`config.mk`:
```
export PLATFORM = sky130hd
export DESIGN_NAME = parallel2serial
export DESIGN_NICKNAME = d
export VERILOG_FILES = /design/src/rtl/parallel2serial.sv
export SDC_FILE = /design/constraint.sdc
export NUM_CORES = 1
export LEC_CHECK = 0
export CAP_MARGIN = 20
export CORE_MARGIN = 2
export CORE_UTILIZATION = 45
export DETAILED_ROUTE_END_ITERATION = 8
export GPL_ROUTABILITY_DRIVEN = 1
export PLACE_DENSITY = 0.81
export RECOVER_POWER = 100
export SLEW_MARGIN = 20
export SYNTH_ARGS = -nofsm -noshare
export SYNTH_HDL_FRONTEND = slang
export SYNTH_SLANG_ARGS = --single-unit
```
`constraint.sdc`:
```
create_clock -name clk -period 1.7 [get_ports clk]
set_input_delay 0.34 -clock clk [delete_from_list [all_inputs] [get_ports clk]]
set_output_delay 0.34 -clock clk [all_outputs]
set_load 0.1 [all_outputs]
```
`src/rtl/parallel2serial.sv`:
```
// parallel2serial
//   Loads an 8-bit word on a begin strobe and shifts it out LSB-first on a
//   single serial line, one bit per clock. Frame markers flag the first and
//   last bit, and a counter reports how many bits have been presented.
//
// Ports
//   clk             in   1  system clock, rising edge
//   reset           in   1  synchronous active-high reset
//   a               in   8  parallel word, sampled only on the load edge
//   parallel_begin  in   1  load strobe, honoured only while idle
//   d               out  1  serial data bit (registered)
//   serial_start    out  1  high while bit 0 of a frame is on d
//   serial_end      out  1  high while bit 7 of a frame is on d
//   counter         out  4  bits presented so far in the frame (1..8), 0 idle
module parallel2serial (
  input  logic       clk,
  input  logic       reset,
  input  logic [7:0] a,
  input  logic       parallel_begin,
  output logic       d,
  output logic       serial_start,
  output logic       serial_end,
  output logic [3:0] counter
);

  typedef enum logic {
    IDLE = 1'b0,
    BUSY = 1'b1
  } state_t;

  state_t     state_reg, state_next;
  logic [7:0] shift_reg, shift_next;
  logic       d_reg, d_next;
  logic       start_reg, start_next;
  logic       end_reg, end_next;
  logic [3:0] count_reg, count_next;

  always_ff @(posedge clk) begin
    if (reset) begin
      state_reg <= IDLE;
      shift_reg <= 8'h00;
      d_reg     <= 1'b0;
      start_reg <= 1'b0;
      end_reg   <= 1'b0;
      count_reg <= 4'd0;
    end else begin
      state_reg <= state_next;
      shift_reg <= shift_next;
      d_reg     <= d_next;
      start_reg <= start_next;
      end_reg   <= end_next;
      count_reg <= count_next;
    end
  end

  always_comb begin
    state_next = state_reg;
    shift_next = shift_reg;
    d_next     = 1'b0;
    start_next = 1'b0;
    end_next   = 1'b0;
    count_next = 4'd0;

    case (state_reg)
      IDLE: begin
        // Bit 0 goes out on the load edge itself, so the word is visible on
        // d in the very next cycle without an extra pipeline stage.
        if (parallel_begin) begin
          shift_next = a;
          d_next     = a[0];
          start_next = 1'b1;
          count_next = 4'd1;
          state_next = BUSY;
        end
      end

      BUSY: begin
        // The captured word stays put; counter (1..7) doubles as the index
        // of the next bit to present. parallel_begin is ignored here.
        if (count_reg == 4'd8) begin
          state_next = IDLE;
        end else begin
          d_next     = shift_reg[count_reg[2:0]];
          count_next = count_reg + 4'd1;
          end_next   = (count_reg == 4'd7);
        end
      end

      default: begin
        state_next = IDLE;
      end
    endcase
  end

  assign d            = d_reg;
  assign serial_start = start_reg;
  assign serial_end   = end_reg;
  assign counter      = count_reg;

endmodule

```
==> run_results.csv <==
group,metric,value,unit
global_routing,grt_pass1_wl,2030,um
clock_tree,cts_sinks,16,
detailed_routing,drt-total-wl,1220,um
sta,grt_setup_unrepaired,"no",
logic_synthesis,synth_seq_cells,16,
floorplanning,die_area,0.00179,mm2
pwr,ir_drop,0.577,mV
run_status,outcome,"finished, final reports clean",
sta,worstMarginPinSlew,540,ps
detailed_routing,num_vias,552,
setup_path,critPathMaxFanout,4,
logic_synthesis,synth-xor-area-share,2.65,%
clock_tree,cts_root_buf,"clkbuf_4",
pwr,comb_power_share,19.7,%
global_routing,gr-total-overflow,0,
logic_synthesis,synthSimpleGateAreaFrac,21.0,%
placed_design,place.gp.congestion,0.711,
sta,fmax,0.663,GHz
floorplanning,start_util,49.5,%
detailed_routing,initialDrtViolationCount,16,
setup_path,required,1360,ps
logic_synthesis,synthMuxAreaShare,6.44,%
global_routing,antenna_found_initial,0,
placed_design,io_buffers,17,
sta,setup_ws,192,ps
sta,fin_setup_tns,0,ps
setup_path,setup.worst_path.start_class,"flop",
hold_path,min_path_type,"reg -> reg",
pwr,p_leak,0.352,nW
clock_tree,clk-insertion-delay-late,280,ps
logic_synthesis,yosys-top-cells-area,"dfxtp_1, nand2_1, a21oi_1",
finish,drive_gt1_share,18.5,%
pwr,power_switching,0.228,mW
sta,fin_crit_sh,88.7,%
logic_synthesis,syn_area,661,um2
setup_path,worstSetupPathType,"reg -> out",
logic_synthesis,synthAdderAreaFrac,3.79,%
placed_design,post-place-ws,85.8,ps
clock_tree,post-cts-setup-buffers,0,
detailed_routing,first_pass_iters,4,
finish,num_antenna_cells,0,
logic_synthesis,synth_top_area_cell,"dfxtp_1",
pwr,powerDensity,944,mW/mm2
logic_synthesis,ys_seq_area_share,48.5,%
logic_synthesis,synth_top_cell_area_share,48.5,%
logic_synthesis,synth_cell_types,25,
setup_path,rrSetupSlack,270,ps
floorplanning,fp.dieH,42.3,um
floorplanning,ios,18,
sta,skew,3.30,ps
clock_tree,cts_tree,"yes",
flow_run,drv_cap,0,
setup_path,crit_family,"buffers and inverters",
sta,slew_headroom,64.1,%
clock_tree,cts-buffers-inserted,3,
clock_tree,htree_levels,1,
setup_path,crit_path_cell_trace,"clkbuf_2",
finish,nFillCells,111,
floorplanning,core_area,0.00133,mm2
pwr,seq_power_share,50.8,%
pwr,swShare,27.7,%
logic_synthesis,synth_top_family_by_area,"simple AND/OR/NAND/NOR gates",
sta,period_needed,1510,ps
logic_synthesis,synth_warnings,0,
setup_path,path_buf_inv,1,
global_routing,grtUsageTotal,15.4,%
logic_synthesis,synth_nets,86,
finish,syn2layout_area_growth,32.0,%
floorplanning,die_x,42.3,um
setup_path,cp-end-kind,"output port",
setup_path,worst_ep_arrival_time,1170,ps
clock_tree,clk_path_buf_depth,2,
logic_synthesis,synth_cells,73,
sta,drv_slew,0,
clock_tree,clk_pin_slew,90,ps
sta,hold_violations,0,
clock_tree,cts_resized,0,
setup_path,cpPeakStageDelay,480,ps
floorplanning,rows,13,
finish,final_nets,106,
global_routing,grt_max_degree,13,
finish,largest_reg_flops,8,
logic_synthesis,syn_area_per_cell,9.05,um2
detailed_routing,wire_per_inst,11.4,um
setup_path,crit_path_top_delay_cell,"clkbuf_2",
global_routing,grt_pass1_vias,457,
detailed_routing,via_per_inst,5.16,
clock_tree,postCtsHoldBufs,0,
detailed_routing,ant_nets,0,
pwr,power.internal,0.595,mW
detailed_routing,drc,0,
logic_synthesis,synth_compound_area_share,11.0,%
sta,setup_violations,0,
pwr,p_clk_share,29.5,%
[cell usage after synthesis]
cell type	count
clkbuf_1	2
xor2_1	1
ha_1	2
nand2_1	18
and3_1	1
nand3_1	1
mux4_2	1
mux2i_1	2
nor2_1	5
a21oi_1	8
nor3_1	1
xnor2_1	1
nand2b_1	1
inv_1	3
nand3b_1	1
buf_6	1
o21ai_1	1
nor2b_1	1
dfxtp_1	16
clkbuf_8	1
and3_2	1
o22ai_1	1
o21ai_0	1
o41ai_2	1
and2b_2	1
[cell families (layout without fill, tap and decap cells)]
logic type,after synthesis,count (layout)
and+or+nand+nor,31,31
muxes,3,3
xor gates and xnor gates,2,2
adders and majority gates,2,2
AOI/OAI and AO/OA,12,12
buffers and inverters,7,26
DFF,16,16
[layer usage]
layer	vias to the layer above	share of wire [%]	track usage [%]
met5	-	0	0
met2	31	47	22.8
li1	277	-	-
met3	2	6.9	3.88
met4	0	1.4	7.50
met1	242	44	20.9
[worst paths after layout]
kind / startpoint / end / cells past startpoint
max reg2reg: counter[1]$_SDFF_PP0_ / state_reg$_SDFF_PP0_ / 5
min: shift_reg[3]$_SDFFE_PP0P_ / shift_reg[3]$_SDFFE_PP0P_ / 2
max: counter[3]$_SDFF_PP0_ / counter[3] / 1
min reg2reg: shift_reg[3]$_SDFFE_PP0P_ / shift_reg[3]$_SDFFE_PP0P_ / 2
[power groups by stage]
| stage | Sequential [mW] | Clock (mW) | Combinational, mW |
|---|---|---|---|
| after global placement | 0.428 | 0 | 0.169 |
| after CTS | 0.420 | 0.246 | 0.174 |
| after detailed placement | 0.429 | 0 | 0.173 |
| after floorplan | 0.468 | 0 | 0.0701 |
| after global routing | 0.422 | 0.271 | 0.174 |
| final | 0.418 | 0.243 | 0.162 |
[stage by stage]
step                power (mW)  instance area [um2]  utilization [%]  hold slack, ps  std cells
floorplan                0.538                  664                -             433         73
CTS                      0.840                  942             70.6             459        107
global placement         0.597                  906             67.9             443        103
detailed placement       0.602                  906             67.9             447        103
global route             0.867                  872             65.4             484        107
finish                   0.823                  872             65.4             461        107
[layout make-up]
cell class	count	area (um2)	share of cell area, %
clock buffers	4	36.3	4.16
inverters	3	11.3	1.29
multi-input cells	50	289	33.1
flip-flops and latches	16	322	36.9
well taps	15	18.8	2.15
repair buffers	19	195	22.4
[cell usage in the layout (no fill, tap or decap)]
cell,count
o21ai_1,1
nor2_1,5
xnor2_1,1
clkbuf_8,1
o41ai_1,1
ha_1,2
and3_1,1
nand3b_1,1
clkdlybuf4s50_1,9
mux4_2,1
nand2b_1,1
clkbuf_4,3
clkbuf_2,4
xor2_1,1
dfxtp_1,15
inv_1,3
and2b_2,1
nor3_1,1
buf_12,3
buf_4,2
dfxtp_2,1
nor2b_1,1
dlygate4sd3_1,1
nand3_1,1
a21oi_1,8
o21ai_0,1
o22ai_1,1
and3_2,1
nand2_1,18
mux2i_1,2
Note: power is estimated with default switching activity, not from simulation.
